File: config.mk
export PLATFORM = sky130hd
export DESIGN_NAME = imem_arbiter
export DESIGN_NICKNAME = d
export VERILOG_FILES = /design/src/rtl/imem_arbiter.sv
export SDC_FILE = /design/constraint.sdc
export NUM_CORES = 1
export LEC_CHECK = 0
export BUFFER_PORTS_ARGS = -buffer_cell sky130_fd_sc_hd__buf_4
export CORE_AREA = 2 2 81 83
export DETAILED_ROUTE_END_ITERATION = 8
export DIE_AREA = 0 0 83 85
export PLACE_DENSITY_LB_ADDON = 0.25
export SLEW_MARGIN = 20
export SYNTH_ARGS = -nofsm -noshare
export SYNTH_HDL_FRONTEND = slang
export SYNTH_SLANG_ARGS = --single-unit
File: constraint.sdc
create_clock -name clk -period 2.8 [get_ports clk]
set_clock_uncertainty 0.2 [all_clocks]
set_input_delay 0.14 -clock clk [delete_from_list [all_inputs] [get_ports clk]]
set_output_delay 0.14 -clock clk [all_outputs]
set_load 0.03 [all_outputs]
File: src/rtl/imem_arbiter.sv
// imem_arbiter
//   Shares the single port of the 128-word instruction memory between the
//   fetch stage (reads) and the program loader (writes). A granted fetch
//   returns its word through a fixed two-stage response pipeline (grant in
//   N, if_valid in N+2). if_flush kills in-flight and same-cycle fetches.
//   Out-of-range fetches return if_err=1 with zeroed data. Out-of-range
//   loader writes are consumed but dropped.
//
//   Optional feature: define IMEM_ARB_FAIR_EN to bound fetch starvation.
//   Fetch then wins after STARVE_MAX consecutive loader wins.
//
// Ports
//   clk, reset          rising-edge clock, synchronous active-high reset
//   if_req/if_addr      fetch request and word index
//   if_flush            branch redirect
//   if_gnt              fetch accepted this cycle (combinational)
//   if_valid/if_rdata/if_err  registered fetch response
//   ld_req/ld_addr/ld_wdata   loader write request
//   ld_gnt              write accepted this cycle (combinational)
//   mem_addr/mem_we/mem_wdata memory port drive (combinational)
//   mem_rdata           synchronous-read data, one cycle after the address
module imem_arbiter #(
  parameter int DEPTH      = 128,
  parameter int AW         = 7,
  parameter int STARVE_MAX = 4
) (
  input  logic          clk,
  input  logic          reset,
  input  logic          if_req,
  input  logic [31:0]   if_addr,
  input  logic          if_flush,
  output logic          if_gnt,
  output logic          if_valid,
  output logic [31:0]   if_rdata,
  output logic          if_err,
  input  logic          ld_req,
  input  logic [31:0]   ld_addr,
  input  logic [31:0]   ld_wdata,
  output logic          ld_gnt,
  output logic [AW-1:0] mem_addr,
  output logic          mem_we,
  output logic [31:0]   mem_wdata,
  input  logic [31:0]   mem_rdata
);

  logic fetch_ok;
  logic force_fetch;
  logic if_oor;
  logic ld_oor;
  logic s1_valid;
  logic s1_err;

  // Fetch can never be granted during reset or a flush cycle.
  assign fetch_ok = if_req && !if_flush && !reset;
  assign if_oor   = (if_addr >= 32'(DEPTH));
  assign ld_oor   = (ld_addr >= 32'(DEPTH));

`ifdef IMEM_ARB_FAIR_EN
  localparam int SW = $clog2(STARVE_MAX + 1);

  logic [SW-1:0] starve_cnt;

  assign force_fetch = fetch_ok && (starve_cnt == SW'(STARVE_MAX));

  // Counts loader wins that made a live fetch wait. A flush cycle neither
  // advances nor clears it, because fetch could not have been granted anyway.
  always_ff @(posedge clk) begin
    if (reset) begin
      starve_cnt <= '0;
    end else if (!if_req || if_gnt) begin
      starve_cnt <= '0;
    end else if (ld_gnt && !if_flush && (starve_cnt != SW'(STARVE_MAX))) begin
      starve_cnt <= starve_cnt + SW'(1);
    end
  end
`else
  logic unused_cfg;

  assign force_fetch = 1'b0;
  assign unused_cfg  = (STARVE_MAX > 0);
`endif

  assign ld_gnt = !reset && ld_req && !force_fetch;
  assign if_gnt = fetch_ok && (!ld_req || force_fetch);

  always_comb begin
    mem_addr  = '0;
    mem_we    = 1'b0;
    mem_wdata = '0;
    if (ld_gnt) begin
      mem_addr  = ld_addr[AW-1:0];
      mem_we    = !ld_oor;
      mem_wdata = ld_wdata;
    end else if (if_gnt) begin
      mem_addr = if_addr[AW-1:0];
    end
  end

  // Stage 1 tracks the read in flight inside the memory; stage 2 captures
  // its data. An out-of-range read still happens but its data is masked.
  always_ff @(posedge clk) begin
    if (reset) begin
      s1_valid <= 1'b0;
      s1_err   <= 1'b0;
      if_valid <= 1'b0;
      if_err   <= 1'b0;
      if_rdata <= '0;
    end else begin
      s1_valid <= if_gnt;
      s1_err   <= if_gnt && if_oor;
      if_valid <= s1_valid && !if_flush;
      if_err   <= s1_valid && s1_err && !if_flush;
      if_rdata <= (s1_valid && !s1_err && !if_flush) ? mem_rdata : '0;
    end
  end

endmodule

## Yosys cells after proc, flatten, opt, wreduce, memory -nomap -nowiden

Cells that the tools add are included.

- Register bits: 36
- Input bits: 133
- Output and inout port bits: 76
- Logic and storage cells: 28

- $lt $le $gt $ge: 2
- Multiplexer cells: 4
- Bitwise gates (word level): 1
- Reductions and logical operators: 16

Operators by type and width:

| kind | count |
|---|---|
| $ge A32 B8 Y1 const B | 2 |
| $mux W32 | 1 |
| $mux W7 | 2 |
| $logic_and A1 B1 Y1 | 10 |
| $logic_not A1 Y1 | 5 |
| $reduce_or A2 Y1 | 1 |
| $mux W1 | 1 |
| $not A1 Y1 | 1 |

## Longest topological paths before layout

Gate-level depths: netlist of the first run.

- Depth in word-level cells: 6
- Depth in mapped cells: 4
- Mapped depth without buffers: 3

## Worst setup path after synthesis of the first run

No wires, ideal clock.

- Path type: input-to-output
- Start: input ld_req
- End: output mem_we
- Arrival: 1,244 ps
- Data required time: 2,460 ps
- Path slack: 1,216 ps
- Cell stages on the path: 4
- Cells stage by stage: nor2b_2 -> buf_4 -> nand3_1 -> nor3_1

- Cells in the longest elaborated chain, start to end: 2

Ends and longest elaborated chain:

| item | line | RTL |
|---|---|---|
| start, declared | 36 | `input logic ld_req,` |
| $logic_and A1 B1 Y1 | 83 | `assign ld_gnt = !reset && ld_req && !force_fetch;` |
| $mux W1 | 90 | `if (ld_gnt) begin` |
| end, declared | 41 | `output logic mem_we,` |

Every way passes these cells.

## Worst setup path in the final report of the first run

Same ends and word-level chain as after synthesis.

==> results.md, run 1 <==
* # IOs at 209
* Clock Tree Buf Depth at 2
* Synth Cell Area at 1445 um^2
* Slowest cell on crit path: dlygate4sd3_1
* Most frequent cells in the layout: buf_4 (209), dlygate4sd3_1 (42), dfxtp_1 (36)
* DRC viols at 0
* Sequential group share of total power at 38.8%
* Pre-antenna DRT Iters at 4
* Rows at 29
* Distinct cells, synth at 20
* Max FO, Critical Path at 32
* Gr ovfl total at 0
* Post-Route WL at 6.533 mm
* Synth Net Count at 274
* Clock Tree Root: clkbuf_8
* Die height at 85 um
* Arr. time, crit path at 2000 ps
* CTS Sinks at 36
* Commonest non-fill, non-tap cell in the layout: buf_4
* Final min period at 2342 ps
* DP HPWL at 5.114 mm
* Port buffer count at 208
* Layout Nets at 525
* Slew headroom at 65.22%
* Clk Latency, worst-skew pair at 280 ps
* Crit path required time at 2460 ps
* Vias in the first global route at 2084
* Total of max-cap violations at 0
* Cell Chain, Critical Path: dlygate4sd3_1, buf_4, nor2b_2, buf_4, nand3_1, nor3_1, buf_4
* CTS Buf Count at 5
* Antenna cells at 0
* Cells after synthesis at 141
* First-pass GRT wire length at 10.18 mm
* Sw frac at 22.32%
* Internal Power at 0.001033 W
* Warnings, synthesis at 0
* CTS tree: done
* Fin Setup TNS at 0 ps
* Die Span X at 83 um
* Final Hold Fails at 0
* # H-tree levels at 2
* Detailed Route Iter0 Violations at 21
* Clk pwr share at 36.6%
* Gp weighted congestion at 0.7901
* Setup violators final at 0
* Fmax at 0.4270 GHz
* Post-DR vias/cell at 4.128
* Min-delay worst type: primary input to flop
* Peak VDD IR at 320.0 uV
* Switching power at 0.0002967 W
* Worst slew pin tran at 519.6 ps
* Power Density at 367.0 nW/um^2
* Startpoint types: primary input
* P_leak at 1.853 nW
* Final Cycle Share at 83.64%
* Final Max Tran Viols at 0
* Post-synthesis register bit count at 36
* Core area at 6205 um^2
* Max stage delay on crit path at 540 ps
* Routed Antenna Nets at 0
* Syn_area_per_cell at 10.25 um^2
* RSZ-0062 raised after global routing: no
* Setup crit end kind: output port
* Initial antenna violation count at 0
* Share of layout cells above drive strength 1 at 64.63%
* Crit path kind: primary input to output port
* Total GRT Usage at 18.25%
* Comb power frac at 24.6%
* Seq/Total Area, Yosys at 49.87%
* Total number of vias at 1940
* Largest net degree at the start of global routing at 33
* Layout area overhead at 150.6%
* Wirelength per Cell at 13.90 um
* Fillers at 562
* Die Area at 7055 um^2
* Worst path most repeated cell: buf_4
* Clock slew at reported path FFs at 60 ps
* Starting Density at 23.29%
* Power Total at 0.001329 W
* Status: completed
* Cts repair resizes at 0
stage by stage:
step / cell area, um^2 / hold WS, ps / utilization [%] / instances / setup WS (ps)
finish: 3622 / 4.158 / 58.38 / 470 / 458.0
global route: 3622 / 7.791 / 58.38 / 470 / 324.5
CTS: 3622 / 1.338 / 58.38 / 470 / 425.9
detailed placement: 3075 / 150.1 / 49.57 / 420 / 1017
global placement: 3075 / 144.7 / 49.57 / 420 / 1045
floorplan: 1445 / 15.55 / - / 141 / 1216
worst paths after layout:
kind	start	endpoint	slack [ps]	cells after the start
worst max-delay path	ld_req	mem_we	460	7
worst min register to register	s1_err	if_err	270	1
worst min-delay path	reset	s1_err	4	3
worst max register to register	s1_valid	if_rdata[27]	1380	3
power groups by stage:
stage                     registers, W   logic, W  clock network [W]
after floorplan               0.000534  0.0000871                  0
after global placement        0.000528   0.000281                  0
after detailed placement      0.000528   0.000283                  0
after CTS                     0.000516   0.000328           0.000500
after global routing          0.000516   0.000347           0.000520
final                         0.000516   0.000327           0.000486
registers in the layout, indices dropped and copies added, names as in the netlist:
signal	flops
if_valid	1
s1_err	1
if_err	1
s1_valid	1
if_rdata	32
routing by layer:
metal	share of wire [%]	vias up	GRT usage (%)
met1	30	823	16.03
li1	-	967	-
met2	55	131	36.00
met4	4.6	0	9.836
met3	10	19	6.323
met5	0	-	0
area by class of cell:
| class | count | area (um^2) | area share, % |
|---|---|---|---|
| Timing Repair Buffer | 251 | 1989 | 54.92 |
| Sequential cell | 36 | 720.7 | 19.90 |
| Multi-Input combinational cell | 98 | 689.4 | 19.03 |
| Clock buffer | 7 | 96.34 | 2.660 |
| Tap cell | 77 | 96.34 | 2.660 |
| Clock inverter | 1 | 30.03 | 0.8290 |
synthesized netlist by cell type:
cell	count	area (um^2)
a22o_1	7	61.31
and2_1	32	200.2
and2_2	33	247.7
and2b_2	1	8.760
buf_2	1	5.000
buf_4	1	7.510
clkbuf_1	2	7.510
clkbuf_2	3	15.01
dfxtp_1	36	720.7
nand2_1	1	3.750
nand3_1	3	15.01
nand4_1	1	6.260
nor2_1	2	7.510
nor2b_2	1	8.760
nor3_1	3	15.01
nor3b_2	1	12.51
nor4_1	10	62.56
nor4b_1	1	8.760
nor4b_4	1	23.77
o21a_1	1	7.510
critical path: cells and delay by family:
| kind | cells | cell delay, ps |
|---|---|---|
| buffers and inverters | 4 | 1190 |
| AND/OR/NAND/NOR | 3 | 650 |
timing repair:
| action | CTS | global route |
|---|---|---|
| setup buffers | 0 | 0 |
| endpoints found under the hold margin | 35 | 0 |
| hold buffers | 42 | 0 |
kinds of logic after synthesis:
| logic type | Yosys count | synth area share (%) |
|---|---|---|
| compound gates | 8 | 4.762 |
| buf+inv | 7 | 2.424 |
| flops | 36 | 49.87 |
| simple gates | 90 | 42.94 |
(Power assumes the default switching activity.)
==> inputs of run 2 (changes only) <==
--- a/config.mk
+++ b/config.mk
@@ -6,9 +6,9 @@
 export NUM_CORES = 1
 export LEC_CHECK = 0
 export BUFFER_PORTS_ARGS = -buffer_cell sky130_fd_sc_hd__buf_4
-export CORE_AREA = 2 2 81 83
+export CORE_AREA = 2 2 82 84
 export DETAILED_ROUTE_END_ITERATION = 8
-export DIE_AREA = 0 0 83 85
+export DIE_AREA = 0 0 84 86
 export PLACE_DENSITY_LB_ADDON = 0.25
 export SLEW_MARGIN = 20
 export SYNTH_ARGS = -nofsm -noshare
==> constraint.sdc (replaced) <==
create_clock -name clk -period 2.4 [get_ports clk]
set_clock_uncertainty 0.2 [all_clocks]
set_input_delay 0.12 -clock clk [delete_from_list [all_inputs] [get_ports clk]]
set_output_delay 0.12 -clock clk [all_outputs]
set_load 0.03 [all_outputs]
==> run 2 against run 1 <==
Highest routed layer unchanged. Worst hold slack gained 12 ps. Combinational power rose by 17%. Die area rose by 2.4%. Sequential power up 17%. Critical path depth is 1 lower. Largest power group unchanged.
==> results.md, run 2 (synthesized netlist as in run 1, its figures left out) <==
* Fmax at 0.4703 GHz
* Seq. cell area at 720.7 um^2 (unchanged)
* Final Cycle Share at 88.60%
* Clk Latency, worst-skew pair at 280 ps (about the same)
* Rows at 29 (unchanged)
* Number of flip-flops under the largest register name at 32 (unchanged)
* R2R Setup Slk at 960 ps (-420 ps)
* Max FO, Critical Path at 28 (-13%)
* Most frequent cells in the layout: buf_4 (210), dlygate4sd3_1 (36), dfxtp_1 (36)
* # H-tree levels at 2 (unchanged)
* Antenna cells at 0 (unchanged)
* Pre-antenna DRT Iters at 4 (unchanged)
* Max stage delay on crit path at 550 ps (about the same)
* First-pass GRT wire length at 10.36 mm (+1.8%)
* Clock slew at reported path FFs at 70 ps (about the same)
* Port buffer count at 208 (unchanged)
* Critical path depth in cells at 6 (-1)
* Starting Density at 23.02% (-0.27 points)
* Gp weighted congestion at 0.8121 (+2.8%)
* Vias in the first global route at 2030 (-2.6%)
* Clock Tree Buf Depth at 2 (unchanged)
* Fillers at 557 (-0.89%)
* DP HPWL at 5.900 mm (+15%)
* Routed Antenna Nets at 0 (unchanged)
* Worst-case reg-to-reg path depth at 3 (unchanged)
* Post-DR vias/cell at 4.144 (+0.41%)
* Layout Nets at 520 (-0.95%)
* Reg2reg end: if_rdata[22]
* Die height at 86 um (+1.2%)
* CTS Buf Count at 5 (unchanged)
* Postcts setup bufs at 0 (unchanged)
* Largest net degree at the start of global routing at 33 (unchanged)
* Crit path max-delay family: buffers and inverters
* Commonest non-fill, non-tap cell in the layout: buf_4
* RSZ-0062 raised after global routing: no
* HP Start: if_addr[9]
* Area after DPL at 3083 um^2 (+0.24%)
* Cell Chain, Critical Path: dlygate4sd3_1, buf_4, nor2b_2, buf_4, and2_1, buf_4
* CTS tree: done
* Setup crit end kind: output port
* Area used by multi-input combinational logic at 689.4 um^2 (unchanged)
* Share of layout cells above drive strength 1 at 65.37% (+0.74 points)
* Post-layout util at 56.09% (-2.3 points)
* Worst slew pin tran at 528.9 ps (+9.296 ps)
* Crit path required time at 2080 ps (-380 ps)
* Total GRT Usage at 18.75% (+0.50 points)
* Core area at 6277 um^2 (+1.2%)
* Power Density at 392.7 nW/um^2 (+7.0%)
* Wirelength per Cell at 15.62 um (+12%)
* Total of max-cap violations at 0 (unchanged)
* Crit path kind: primary input to output port
* Setup violators final at 0 (unchanged)
* Arr. time, crit path at 1810 ps (-190 ps)
* Status: completed
* Gr ovfl total at 0 (unchanged)
* Worst Hold Endpoint: s1_err
* Most flops, register: if_rdata
* Post-Route WL at 7.246 mm (+11%)
* CTS Sinks at 36 (unchanged)
* Peak VDD IR at 257.3 uV (-20%)
* Final Hold Fails at 0 (unchanged)
* Layout area overhead at 143.6%
* DRC viols at 0 (unchanged)
* Initial antenna violation count at 0 (unchanged)
* Hold Path Stages at 4 (+1)
* Die Span X at 84 um (+1.2%)
* Final Max Tran Viols at 0 (unchanged)
* Startpoint types: primary input
* Fin Setup TNS at 0 ps (unchanged)
* Slowest cell on crit path: dlygate4sd3_1
* Final min period at 2126 ps
* Buffers & Inverters on Critical Path at 4 (unchanged)
* Detailed Route Iter0 Violations at 56 (+170%)
* Slew headroom at 64.59% (-0.62 points)
* P_leak at 1.809 nW (-2.4%)
* Final instance area at 3521 um^2 (-2.8%)
* # IOs at 209 (unchanged)
* Die Area at 7224 um^2 (+2.4%)
* Worst path most repeated cell: buf_4
* Total number of vias at 1923 (-0.88%)
* RR Startpoint: s1_valid
* Power Total at 0.001383 W (+4.0%)
* Clock Tree Root: clkbuf_8
* Min-delay worst type: primary input to flop
run 2: changes by cell type in the layout (fill, tap and decap cells not counted):
cell,delta
dlygate4sd3_1,-6
clkbuf_8,-2
clkinv_2,+1
buf_4,+1
bufinv_16,-1
clkbuf_1,+1
run 2: area by class of cell:
type,instances,area share [%]
repair buffers,246,55.01
flip-flops and latches,36,20.47
multi-input cells,98,19.58
well taps,77,2.736
clock buffers,6,2.061
clock inverters,1,0.1421
run 2: worst max path at each step:
stage	startpoint	endpoint	slack [ps]
6_report	ld_req	mem_wdata[12]	270
3_3_place_gp	ld_req	mem_we	860
3_5_place_dp	reset	mem_we	860
5_1_grt	ld_req	mem_wdata[20]	210
4_1_cts	reset	mem_we	280
2_1_floorplan	ld_req	mem_we	860
run 2: where the power goes:
| part | internal [W] | switching (W) | total [W] |
|---|---|---|---|
| Clock | 0.000197 | 0.000199 | 0.000396 |
| Combinational | 0.000235 | 0.000149 | 0.000384 |
| Sequential | 0.000601 | 0.00000104 | 0.000602 |
| Total | 0.00103 | 0.000349 | 0.00138 |
run 2: metrics by stage:
step / cells / setup slack [ps] / hold WS [ps]
2_1_floorplan: 141 / 855.8 / -4.446
3_3_place_gp: 421 / 857.2 / 133.6
3_5_place_dp: 421 / 858.0 / 135.3
4_1_cts: 464 / 282.5 / 2.841
5_1_grt: 464 / 211.7 / 12.73
6_report: 464 / 273.5 / 16.43
run 2: metal layers:
metal  GRT usage [%]  wire (um)
met4           3.959         69
met3           4.909        570
met5               0          0
met1           21.98       2733
met2           34.47       3872
run 2: worst min-delay path, delay by kind of cell:
kind,cells,cell delay [ps]
AND/OR/NAND/NOR,2,120
AO/OA/AOI/OAI,1,140
buffers and inverters,1,80
run 2: what timing repair did:
item	4_1_cts	5_1_grt
gates resized for setup	0	0
hold endpoints to repair	35	0
hold buffers	36	0
setup endpoints to repair	0	0
==> inputs of run 3 (changes only) <==
--- a/config.mk
+++ b/config.mk
@@ -5,7 +5,7 @@
 export SDC_FILE = /design/constraint.sdc
 export NUM_CORES = 1
 export LEC_CHECK = 0
-export BUFFER_PORTS_ARGS = -buffer_cell sky130_fd_sc_hd__buf_4
+export BUFFER_PORTS_ARGS = -buffer_cell sky130_fd_sc_hd__buf_2
 export CORE_AREA = 2 2 82 84
 export DETAILED_ROUTE_END_ITERATION = 8
 export DIE_AREA = 0 0 84 86
==> constraint.sdc (replaced) <==
create_clock -name clk -period 2.4 [get_ports clk]
set_clock_uncertainty 0.2 [all_clocks]
set_input_delay 0.72 -clock clk [delete_from_list [all_inputs] [get_ports clk]]
set_output_delay 0.72 -clock clk [all_outputs]
set_load 0.03 [all_outputs]
==> run 3 against run 2 <==
The run now ends with setup timing left. Sequential cell count unchanged. Worst hold slack better by 260 ps. Sequential power about the same. Cell area down 8.2%. Combinational power down 9.9%. First-iteration DRC count decreased by 25%. Clock power grew 9.1%. Non-clock buffer count down 27. Critical path depth fell by 1. Final cell count is 5.6% lower. Routed wire length fell by 7.3%.
==> results.md, run 3 (synthesized netlist as in run 1, its figures left out) <==
* CTS Buf Count at 5 (unchanged)
* Largest net degree at the start of global routing at 23 (-30%)
* Starting Density at 23.02% (unchanged)
* First-pass GRT wire length at 9.121 mm (-12%)
* Status: finished, violations left
* Min-delay worst type: flop to flop
* Gr ovfl total at 0 (unchanged)
* DP HPWL at 5.247 mm (-11%)
* Setup violators final at 29 (+29)
* Power Density at 427.2 nW/um^2 (+8.8%)
* Min Hold Slack at 276.1 ps (+259.6 ps)
* Total of max-cap violations at 0 (unchanged)
* Post-DR vias/cell at 4.226 (+2.0%)
* DRC viols at 0 (unchanged)
* Violated checks: setup timing
* Startpoint types: primary input
* Most flops, register: if_rdata
* Slowest cell on crit path: nor4_2
* Peak VDD IR at 315.2 uV (+22%)
* Total GRT Usage at 16.22% (-2.5 points)
* Die height at 86 um (unchanged)
* RSZ-0062 raised after global routing: yes
* Max stage delay on crit path at 260 ps (-290 ps)
* Antenna cells at 0 (unchanged)
* Final min period at 2507 ps (+380.5 ps)
* Core area at 6277 um^2 (unchanged)
* Setup crit end kind: output port
* Gp weighted congestion at 0.8718 (+7.4%)
* Fillers at 586 (+5.2%)
* Buffers & Inverters on Critical Path at 2 (-2)
* Hold-fix buffers, CTS at 0 (-100%)
* Clk Latency, worst-skew pair at 270 ps (about the same)
* Die Area at 7224 um^2 (unchanged)
* Vias in the first global route at 1858 (-8.5%)
* Die Span X at 84 um (unchanged)
* Slew headroom at 80.62% (+16 points)
* Area after DPL at 2638 um^2 (-14%)
* Share of layout cells above drive strength 1 at 79.22% (+14 points)
* Final WS setup at -106.9 ps (-380.5 ps)
* Clock slew at reported path FFs at 70 ps (about the same)
* Final Hold Fails at 0 (unchanged)
* Crit path required time at 1480 ps (-600 ps)
* Total number of vias at 1851 (-3.7%)
* Crit path max-delay family: simple AND/OR/NAND/NOR gates
* Post-Route WL at 6.715 mm (-7.3%)
* Detailed Route Iter0 Violations at 42 (-25%)
* Layout Nets at 493 (-5.2%)
* Rows at 29 (unchanged)
* Final instance area at 3231 um^2 (-8.2%)
* Fmax at 0.3989 GHz (-15%)
* Layout area overhead at 123.5%
* CTS tree: done
* # IOs at 209 (unchanged)
* Power Total at 0.001380 W (-0.18%)
* Clock Tree Root: clkbuf_8
* Worst slew pin tran at 288.1 ps (-240.8 ps)
* Area used by multi-input combinational logic at 832.0 um^2 (+21%)
* # H-tree levels at 2 (unchanged)
* Routed Antenna Nets at 0 (unchanged)
* Cell Chain, Critical Path: buf_6, nor4_2, nand3_1, nor3_2, buf_4
* Arr. time, crit path at 1590 ps (-220 ps)
* Number of flip-flops under the largest register name at 32 (unchanged)
* Final Cycle Share at 104.5% (+16 points)
* Pre-antenna DRT Iters at 3 (-1)
* P_leak at 1.722 nW (-4.8%)
* Wirelength per Cell at 15.33 um (-1.8%)
* Commonest non-fill, non-tap cell in the layout: buf_2
* Seq. cell area at 720.7 um^2 (unchanged)
* Crit path kind: primary input to output port
* Max FO, Critical Path at 1 (-96%)
* Initial antenna violation count at 0 (unchanged)
* Port buffer count at 208 (unchanged)
* Final Max Tran Viols at 0 (unchanged)
* CTS Sinks at 36 (unchanged)
* Most frequent cells in the layout: buf_2 (156), buf_6 (53), and2_2 (42)
* Clock Tree Buf Depth at 2 (unchanged)
## run 3: changes by cell type in the layout (fill, tap and decap cells not counted), sizes merged
cell | before | now
dlygate4sd3 | 36 | 0
buf | 210 | 219
clkbuf | 6 | 7
clkinv | 1 | 0
clkinvlp | 0 | 1
## run 3: power breakdown
part / total, W / switching, W / internal (W)
Combinational: 0.000346 / 0.000159 / 0.000187
Sequential: 0.000602 / 0.000000894 / 0.000601
Clock: 0.000432 / 0.000199 / 0.000233
Total: 0.00138 / 0.000359 / 0.00102
## run 3: routing by layer
layer | vias to the layer above | routed length, um | share of wire [%] | GRT usage (%)
met5 | - | 0 | 0 | 0
met4 | 0 | 63 | 0.94 | 4.106
met3 | 4 | 439 | 6.5 | 3.080
met2 | 105 | 3670 | 55 | 31.42
met1 | 837 | 2540 | 38 | 18.17
li1 | 905 | - | - | -
## run 3: path summary, 6_finish.rpt
kind                  endpoint  depth (start not counted)  slack, ps  startpoint
setup / recovery        mem_we                          5       -110  ld_addr[7]
setup reg to reg  if_rdata[19]                          4       1010    s1_valid
hold reg to reg         if_err                          1        280      s1_err
hold / removal          if_err                          1        280      s1_err
## run 3: layout make-up
cell class                 count  share of cell area [%]
clock buffer                   7                   2.672
timing repair buffer         219                   46.05
multi-input combinational     98                   25.76
clock inverter                 1                  0.2324
tap                           77                   2.982
sequential                    36                   22.31
## run 3: through the flow
stage	std cells	utilization, %	setup WS, ps	setup TNS, ps
after floorplan	141	-	-251.6	-1866
after global placement	426	42.02	-211.8	-6205
after detailed placement	426	42.02	-200.7	-7230
after CTS	436	47.16	-120.7	-1932
after global routing	438	51.47	-154.5	-1864
final	438	51.47	-106.9	-896.2
## run 3: what timing repair did
item / CTS / global route
pin swaps: 3 / 11
gates cloned: 1 / 1
setup buffers: 1 / 1
resized for setup: 62 / 76
hold endpoints to repair: 0 / 0
setup endpoints to repair: 42 / 42
